--- config.mk ---
export PLATFORM = sky130hd
export DESIGN_NAME = ld_done_sequencer_flat
export DESIGN_NICKNAME = d
export VERILOG_FILES = /design/src/rtl/ld_done_sequencer_if.sv /design/src/rtl/ld_done_sequencer.sv /design/src/flat_wrapper.sv
export SDC_FILE = /design/constraint.sdc
export NUM_CORES = 1
export LEC_CHECK = 0
export BUFFER_PORTS_ARGS = -buffer_cell sky130_fd_sc_hd__clkbuf_2
export CORE_MARGIN = 3
export CORE_UTILIZATION = 58
export CTS_CLUSTER_SIZE = 10
export DETAILED_ROUTE_END_ITERATION = 7
export PLACE_DENSITY = 0.83
export SYNTH_ARGS = -nofsm -noshare
export SYNTH_HDL_FRONTEND = slang
export SYNTH_SLANG_ARGS = --single-unit
--- constraint.sdc ---
create_clock -name i_clk -period 4.6 [get_ports i_clk]
set_input_delay 0.46 -clock i_clk [delete_from_list [all_inputs] [get_ports i_clk]]
set_output_delay 0.46 -clock i_clk [all_outputs]
set_load 0.02 [all_outputs]
--- src/rtl/ld_done_sequencer_if.sv ---
// Handshake bundle between the ld/done sequencer, its job source and the counter block.
// master: the sequencer side. slave: the job source / counter block / alarm logic side.
interface ld_done_sequencer_if #(
  parameter int unsigned FCNT_W = 8
);
  logic              req_valid;
  logic              req_ready;
  logic              ld;
  logic              done;
  logic              rsp_valid;
  logic              rsp_ok;
  logic              rsp_ready;
  logic              busy;
  logic              clr_fault;
  logic              fault_flag;
  logic [1:0]        fault_code;
  logic [FCNT_W-1:0] fault_cnt;

  modport master (
    input  req_valid,
    output req_ready,
    output ld,
    input  done,
    output rsp_valid,
    output rsp_ok,
    input  rsp_ready,
    output busy,
    input  clr_fault,
    output fault_flag,
    output fault_code,
    output fault_cnt
  );

  modport slave (
    output req_valid,
    input  req_ready,
    input  ld,
    output done,
    input  rsp_valid,
    input  rsp_ok,
    output rsp_ready,
    input  busy,
    output clr_fault,
    input  fault_flag,
    input  fault_code,
    input  fault_cnt
  );
endinterface

--- src/rtl/ld_done_sequencer.sv ---
// Initiator for the ld/done handshake of the round-counter block. Issues a one-cycle ld
// pulse per accepted job, then checks that done arrives exactly EXP_LAT cycles after the
// ld cycle. Early, late and spurious done are recorded as sticky fault status.
module ld_done_sequencer #(
  parameter int unsigned EXP_LAT       = 12,
  parameter bit          LOCK_ON_FAULT = 1'b1,
  parameter int unsigned FCNT_W        = 8
) (
  input  logic                       i_clk,
  input  logic                       i_rst,
  ld_done_sequencer_if.master        io_bus
);

  localparam int unsigned CNT_W = $clog2(EXP_LAT + 1);
  localparam logic [CNT_W-1:0] LAT_C = CNT_W'(EXP_LAT);

  typedef enum logic [1:0] {
    StIdle,
    StLaunch,
    StWait,
    StResp
  } state_e;

  localparam logic [1:0] FLT_NONE  = 2'd0;
  localparam logic [1:0] FLT_EARLY = 2'd1;
  localparam logic [1:0] FLT_LATE  = 2'd2;
  localparam logic [1:0] FLT_SPUR  = 2'd3;

  state_e              r_state;
  logic [CNT_W-1:0]    r_cnt;
  logic                r_ld;
  logic                r_rsp_valid;
  logic                r_rsp_ok;
  logic                r_fault_flag;
  logic [1:0]          r_fault_code;
  logic [FCNT_W-1:0]   r_fault_cnt;

  state_e              w_state_d;
  logic [CNT_W-1:0]    w_cnt_d;
  logic                w_ld_d;
  logic                w_rsp_valid_d;
  logic                w_rsp_ok_d;
  logic                w_fault_flag_d;
  logic [1:0]          w_fault_code_d;
  logic [FCNT_W-1:0]   w_fault_cnt_d;

  logic                w_req_ready;
  logic                w_accept;
  logic                w_fault_ev;
  logic [1:0]          w_fault_kind;

  // Only a new job is gated by the sticky fault; the rest of the FSM keeps running.
  assign w_req_ready = (r_state == StIdle) && !(LOCK_ON_FAULT && r_fault_flag);
  assign w_accept    = io_bus.req_valid && w_req_ready;

  // Job FSM: next state, shadow counter, ld pulse, response and fault event detection.
  always_comb begin
    w_state_d     = r_state;
    w_cnt_d       = r_cnt;
    w_ld_d        = 1'b0;
    w_rsp_valid_d = r_rsp_valid;
    w_rsp_ok_d    = r_rsp_ok;
    w_fault_ev    = 1'b0;
    w_fault_kind  = FLT_NONE;
    unique case (r_state)
      StIdle: begin
        if (io_bus.done) begin
          w_fault_ev   = 1'b1;
          w_fault_kind = FLT_SPUR;
        end
        if (w_accept) begin
          w_state_d = StLaunch;
          w_ld_d    = 1'b1;
          w_cnt_d   = '0;
        end
      end
      StLaunch: begin
        // Count 0: any done here is necessarily early.
        if (io_bus.done) begin
          w_fault_ev    = 1'b1;
          w_fault_kind  = FLT_EARLY;
          w_state_d     = StResp;
          w_rsp_valid_d = 1'b1;
          w_rsp_ok_d    = 1'b0;
        end else begin
          w_state_d = StWait;
          w_cnt_d   = CNT_W'(1);
        end
      end
      StWait: begin
        if (io_bus.done) begin
          w_state_d     = StResp;
          w_rsp_valid_d = 1'b1;
          if (r_cnt < LAT_C) begin
            w_fault_ev   = 1'b1;
            w_fault_kind = FLT_EARLY;
            w_rsp_ok_d   = 1'b0;
          end else begin
            w_rsp_ok_d = 1'b1;
          end
        end else if (r_cnt == LAT_C) begin
          w_fault_ev    = 1'b1;
          w_fault_kind  = FLT_LATE;
          w_state_d     = StResp;
          w_rsp_valid_d = 1'b1;
          w_rsp_ok_d    = 1'b0;
        end else if (r_cnt < LAT_C) begin
          w_cnt_d = r_cnt + CNT_W'(1);
        end
      end
      StResp: begin
        // Trailing done (held too long or a stray pulse) leaves the pending result intact.
        if (io_bus.done) begin
          w_fault_ev   = 1'b1;
          w_fault_kind = FLT_SPUR;
        end
        if (r_rsp_valid && io_bus.rsp_ready) begin
          w_state_d     = StIdle;
          w_rsp_valid_d = 1'b0;
        end
      end
      default: begin
        w_state_d     = StIdle;
        w_rsp_valid_d = 1'b0;
      end
    endcase
  end

  // Sticky fault status: a new fault beats a simultaneous clear; only the first code sticks.
  always_comb begin
    w_fault_flag_d = r_fault_flag;
    w_fault_code_d = r_fault_code;
    w_fault_cnt_d  = r_fault_cnt;
    if (w_fault_ev) begin
      w_fault_flag_d = 1'b1;
      if (!r_fault_flag || io_bus.clr_fault) begin
        w_fault_code_d = w_fault_kind;
      end
      if (r_fault_cnt != {FCNT_W{1'b1}}) begin
        w_fault_cnt_d = r_fault_cnt + FCNT_W'(1);
      end
    end else if (io_bus.clr_fault) begin
      w_fault_flag_d = 1'b0;
      w_fault_code_d = FLT_NONE;
    end
  end

  // State and output registers with synchronous active-low reset.
  always_ff @(posedge i_clk) begin
    if (!i_rst) begin
      r_state      <= StIdle;
      r_cnt        <= '0;
      r_ld         <= 1'b0;
      r_rsp_valid  <= 1'b0;
      r_rsp_ok     <= 1'b0;
      r_fault_flag <= 1'b0;
      r_fault_code <= FLT_NONE;
      r_fault_cnt  <= '0;
    end else begin
      r_state      <= w_state_d;
      r_cnt        <= w_cnt_d;
      r_ld         <= w_ld_d;
      r_rsp_valid  <= w_rsp_valid_d;
      r_rsp_ok     <= w_rsp_ok_d;
      r_fault_flag <= w_fault_flag_d;
      r_fault_code <= w_fault_code_d;
      r_fault_cnt  <= w_fault_cnt_d;
    end
  end

  assign io_bus.req_ready  = w_req_ready;
  assign io_bus.busy       = (r_state != StIdle);
  assign io_bus.ld         = r_ld;
  assign io_bus.rsp_valid  = r_rsp_valid;
  assign io_bus.rsp_ok     = r_rsp_ok;
  assign io_bus.fault_flag = r_fault_flag;
  assign io_bus.fault_code = r_fault_code;
  assign io_bus.fault_cnt  = r_fault_cnt;

endmodule
--- src/flat_wrapper.sv ---
// flat-port wrapper written by rule: the top's interface ports become plain ports
module ld_done_sequencer_flat 
#(
  parameter int unsigned EXP_LAT       = 12,
  parameter bit          LOCK_ON_FAULT = 1'b1,
  parameter int unsigned FCNT_W        = 8
)
  (i_clk, i_rst, io_bus_req_valid, io_bus_req_ready, io_bus_ld, io_bus_done, io_bus_rsp_valid, io_bus_rsp_ok, io_bus_rsp_ready, io_bus_busy, io_bus_clr_fault, io_bus_fault_flag, io_bus_fault_code, io_bus_fault_cnt);
  ld_done_sequencer_if #(.FCNT_W(FCNT_W)) io_bus_i ();
  input  logic i_clk;
  input  logic i_rst;
  input wire logic [$bits(io_bus_i.req_valid)-1:0] io_bus_req_valid;
  output wire logic [$bits(io_bus_i.req_ready)-1:0] io_bus_req_ready;
  output wire logic [$bits(io_bus_i.ld)-1:0] io_bus_ld;
  input wire logic [$bits(io_bus_i.done)-1:0] io_bus_done;
  output wire logic [$bits(io_bus_i.rsp_valid)-1:0] io_bus_rsp_valid;
  output wire logic [$bits(io_bus_i.rsp_ok)-1:0] io_bus_rsp_ok;
  input wire logic [$bits(io_bus_i.rsp_ready)-1:0] io_bus_rsp_ready;
  output wire logic [$bits(io_bus_i.busy)-1:0] io_bus_busy;
  input wire logic [$bits(io_bus_i.clr_fault)-1:0] io_bus_clr_fault;
  output wire logic [$bits(io_bus_i.fault_flag)-1:0] io_bus_fault_flag;
  output wire logic [$bits(io_bus_i.fault_code)-1:0] io_bus_fault_code;
  output wire logic [$bits(io_bus_i.fault_cnt)-1:0] io_bus_fault_cnt;
  assign io_bus_i.req_valid = io_bus_req_valid;
  assign io_bus_req_ready = io_bus_i.req_ready;
  assign io_bus_ld = io_bus_i.ld;
  assign io_bus_i.done = io_bus_done;
  assign io_bus_rsp_valid = io_bus_i.rsp_valid;
  assign io_bus_rsp_ok = io_bus_i.rsp_ok;
  assign io_bus_i.rsp_ready = io_bus_rsp_ready;
  assign io_bus_busy = io_bus_i.busy;
  assign io_bus_i.clr_fault = io_bus_clr_fault;
  assign io_bus_fault_flag = io_bus_i.fault_flag;
  assign io_bus_fault_code = io_bus_i.fault_code;
  assign io_bus_fault_cnt = io_bus_i.fault_cnt;
  ld_done_sequencer #(.EXP_LAT(EXP_LAT), .LOCK_ON_FAULT(LOCK_ON_FAULT), .FCNT_W(FCNT_W)) u_core (.i_clk(i_clk), .i_rst(i_rst), .io_bus(io_bus_i));
endmodule
# After elaboration in Yosys (flattened, before gate mapping)

Cells that the tools add are included.

Bitwise logic cells: 0
Equality and inequality tests: 14
Div/mod/pow operators: 0
$add $sub $neg: 2
Reduce and logical (&&, ||, !) cells: 20
$mul: 0
$lt $le $gt $ge: 1
Shift operators: 0
Multiplexer cells: 39

Operator list:

| cell                                                                     | number |
|---|---|
| 2-bit two-way mux                                                        | 10 |
| 4-bit two-way mux                                                        | 5 |
| 1-bit two-way mux                                                        | 18 |
| 4-bit case mux with 3 select lines                                       | 1 |
| 2-bit inequality test (second input constant)                            | 5 |
| 8-bit by 1-bit adder with 8-bit output (second input constant)           | 1 |
| 8-bit inequality test (second input constant)                            | 1 |
| 2-bit case mux with 4 select lines                                       | 1 |
| 2-bit by 1-bit inequality test with 1-bit output (second input constant) | 3 |
| 2-bit case mux with 3 select lines                                       | 1 |
| 2-bit AND reduction                                                      | 3 |
| 3-bit AND reduction                                                      | 2 |
| 6-bit AND reduction                                                      | 1 |
| 2-bit nonzero test                                                       | 3 |
| 3-bit nonzero test                                                       | 2 |
| 4-bit by 1-bit adder with 4-bit output (second input constant)           | 1 |
| 2-bit == test (second input constant)                                    | 2 |
| 4-bit == test (second input constant)                                    | 1 |
| 4-bit < comparator (second input constant)                               | 1 |
| 1-bit case mux with 2 select lines                                       | 2 |
| 4-bit AND reduction                                                      | 1 |
| 1-bit logical AND                                                        | 3 |
| 3-bit by 2-bit inequality test with 1-bit output (second input constant) | 1 |
| 1-bit case mux with 3 select lines                                       | 1 |
| 6 further kinds                                                          | 6 |

Bits in registers: 20
Bits of input ports: 6
Latch bits: 0
Memories kept: 0
Word-level logic and storage cells: 84
RAM bits: 0
Bits in read-only memories: 0

# Longest topological paths before layout

Word-level depth: 6
Depth in mapped cells: 9
Mapped depth without buffers: 6

# Worst setup path after synthesis

Ideal clock, no wire load.

Kind: reg-to-reg
Start point: reg u_core.r_state[0]
End point: reg u_core.r_fault_cnt[2], in the netlist u_core.io_bus.fault_cnt[2]
Arrival time: 1.831 ns
Cell stages (with the launch flop): 10
Path slack: 2.634 ns
Buffers on the path: 3
Setup time: 0.135 ns
Path through: dfxtp_1 -> inv_1 -> ha_1 -> buf_4 -> and3_1 -> buf_6 -> mux2i_2 -> buf_2 -> o311ai_0 -> o41ai_1

Cells in the longest elaborated chain, start to end: 4
Elaborated cells between the ends (all ways): 7

RTL lines:

| element                                                          | line                     | text |
|---|---|---|
| start, declared                                                  | ld_done_sequencer.sv:29  | `state_e r_state;` |
| start signal, assigned                                           | ld_done_sequencer.sv:151 | `r_state <= StIdle;` |
| start signal, assigned                                           | ld_done_sequencer.sv:160 | `r_state <= w_state_d;` |
| 2-bit by 1-bit == test with 1-bit output (tied with other cells) | ld_done_sequencer.sv:65  | `unique case (r_state)` |
| 3-bit OR reduction (no line)                                     | --                       |  |
| 1-bit case mux with 2 select lines (*)                           | ld_done_sequencer.sv:65  |  |
| 2-bit AND reduction (no line) (*)                                | --                       |  |
| end signal, assigned                                             | ld_done_sequencer.sv:167 | `r_fault_cnt <= w_fault_cnt_d;` |
| end, declared                                                    | ld_done_sequencer.sv:36  | `logic [FCNT_W-1:0] r_fault_cnt;` |

Mark *: on every way between the ends. The rest lies on a longest branch, timed or not.
A chain may end at the register's enable or synchronous reset.

# Worst setup path after layout

Start point: reg u_core.r_state[0]
End point: reg u_core.r_fault_cnt[6], in the netlist u_core.io_bus.fault_cnt[6]

The elaborated chain is that of the path after synthesis.

==> results.json <==
{
  "hpwl_um": 1780,
  "finalWeightedCongestion": 0.865,
  "p_per_area_nw_per_um2": 480,
  "grt_pass1_wl_um": 4270,
  "cts_tree": "yes",
  "holdPathStages": 2,
  "min_period_ns": 2.27,
  "critPathRequiredTime_ns": 4.80,
  "dpl_worst_slack_ns": 2.36,
  "htreeDepth": 1,
  "synth.distinct_cells": 43,
  "crit_fanout": 16,
  "cts_setup_buffers": 0,
  "period_share_pct": 49.3,
  "async_flop_share_pct": 0,
  "fmax_mhz": 441,
  "synth_top_area_share_pct": 34.1,
  "grt_antenna_before_repair": 0,
  "num-nets-final": 167,
  "synth_top_area_cell": "dfxtp_1",
  "synth_ff_type": "dfxtp_1",
  "syn_to_final_growth_pct": 12.5,
  "start_util_pct": 64.5,
  "die_w_um": 51.0,
  "first_pass_iters": 4,
  "numCtsBuffers": 3,
  "cp-end-kind": "register",
  "via_per_inst": 6.06,
  "core_area_sq_um": 1820,
  "rr_startpoint": "u_core.r_state[0]$_SDFFE_PN0P_",
  "overflow": 0,
  "clockRootBuffer": "clkbuf_4",
  "clkSlewWorstSetupHoldPaths_ns": 0.12,
  "ys_seq_area_share_pct": 34.1,
  "clock-skew-final_ns": 0.00892,
  "synth_area_leaders": "dfxtp_1 34%, ha_1 8.5%, a21oi_1 3.8%",
  "crit_start": "u_core.r_state[0]$_SDFFE_PN0P_",
  "portBuffers": 21,
  "ir_drop_uv": 307,
  "clock_latency_ns": 0.31,
  "die-height_um": 51.0,
  "cp.arrival_ns": 2.47,
  "antennaDiodeCount": 0,
  "slowest_stage": "mux2i_2",
  "fin_tns_setup_ns": 0,
  "grt.total_usage_pct": 21.2,
  "crit_buf_inv": 1,
  "pin_count": 22,
  "yosys_warnings": 0,
  "crit_chain": "inv_1 > ha_1 > and3_1 > mux2i_2 > o21ai_0 > nor2b_1",
  "synth_seq_cells": 20,
  "syn_nets": 149,
  "max_slew.worst_pin.slew_ns": 0.687,
  "setup_viol": 0,
  "crit_path_start_kind": "register",
  "drtAntennaViolNets": 0,
  "grt_max_degree": 19,
  "postCtsHoldBufs": 0,
  "final_common_cell": "clkbuf_2",
  "slew_headroom_pct": 53.3,
  "fin_ws_ns": 2.33,
  "post-route-util_pct": 72.5,
  "cts_sinks": 20,
  "vias": 1073,
  "wl_per_cell_um": 13.9,
  "layout-drive-gt1-share_pct": 19.1,
  "cts_resized": 0,
  "dieArea_sq_um": 2600,
  "slew_viol_final": 0,
  "grt_setup_unrepaired": "false",
  "cp_top_family": "multiplexers",
  "first_iter_violations": 29,
  "whs_ns": 0.391,
  "hold_viol_final": 0,
  "remaining_drc_errors": 0,
  "crit_cells": 6,
  "final_cell_mix": "21 x clkbuf_2, 20 x dfxtp_1, 9 x inv_1, 9 x a21oi_1",
  "status": "completed",
  "min_from": "io_bus_req_valid",
  "synth_cells": 135,
  "clk_path_buf_depth": 2,
  "grt_pass1_vias": 998,
  "hold_class": "input pin to register",
  "rows": 15,
  "synth_edf_count": 0,
  "fill_cells": 150,
  "syn_area_per_cell_sq_um": 8.69,
  "max-cap-violations": 0,
  "critPathKind": "register to register",
  "p_leak_uw": 0.000532,
  "max_stage_delay_ns": 0.65,
  "netlist_area_sq_um": 1170,
  "wl_um": 2470,
  "r2r_cells": 6
}
where the power goes:
group / switching [uW] / total, uW / internal (uW)
sequential: 18.2 / 213 / 195
clock: 57.7 / 146 / 88.1
combinational: 163 / 275 / 112
sequential cells by signal (all words and copies together), names as in the netlist:
| name | count |
|---|---|
| u_core.r_cnt | 4 |
| u_core.io_bus.fault_flag | 1 |
| u_core.io_bus.fault_code | 2 |
| u_core.io_bus.fault_cnt | 8 |
| u_core.r_state | 2 |
| u_core.io_bus.rsp_ok | 1 |
| u_core.io_bus.ld | 1 |
| u_core.io_bus.rsp_valid | 1 |
metal layers:
layer	GRT usage [%]	part of all wire, %	vias up
li1	-	-	527
met1	25.9	46	502
met2	37.1	47	40
met3	2.62	6.2	4
met4	8.52	1.3	0
met5	0	0	-
synthesized netlist by cell type (2+ instances only):
cell type and instances:
dfxtp_1 20, a21oi_1 9, inv_1 9, ha_1 8, nand2_1 8, nand3_1 8
nand2b_1 7, clkbuf_1 5, nor2_1 5, o21ai_0 5, and3_1 4, a32o_1 3
nand3b_1 3, nor2b_1 3, o31ai_1 3, a21o_1 2, mux2i_1 2, nand4_1 2
nor3b_1 2, nor4_1 2, o41ai_1 2, or4_1 2
cells by family (layout without fill, tap and decap cells):
logic type                 count (synthesis)  count (layout)  share of synthesized area [%]
AOI/OAI and AO/OA                         38              38                           24.5
adders and majority gates                  8               8                           8.53
buffers and inverters                     17              34                           6.50
DFF                                       20              20                           34.1
muxes                                      3               3                           2.88
and+or+nand+nor                           49              49                           23.5
metrics by stage:
stage                     cells  power [uW]  instance area (sq um)
final                       177         634                   1320
after detailed placement    173         485                   1270
after global placement      173         479                   1270
after floorplan             135         426                   1170
after CTS                   177         633                   1320
after global routing        177         674                   1320
path summary, 6_finish.rpt:
kind	endpoint	slack, ns
max	u_core.io_bus.fault_cnt[6]$_SDFFE_PN0P_	2.33
min	u_core.io_bus.ld$_SDFF_PN0_	0.39
max reg2reg	u_core.io_bus.fault_cnt[6]$_SDFFE_PN0P_	2.33
min reg2reg	u_core.io_bus.fault_code[0]$_SDFFE_PN0P_	0.49
final cells by class:
cell class | instances | area [sq um] | area share, %
flip-flops and latches | 20 | 400 | 30.3
clock inverters | 1 | 30.0 | 2.27
multi-input cells | 98 | 697 | 52.8
clock buffers | 3 | 22.5 | 1.71
repair buffers | 21 | 105 | 7.96
well taps | 25 | 31.3 | 2.37
inverters | 9 | 33.8 | 2.56
Power figures use the tool's default switching activity.
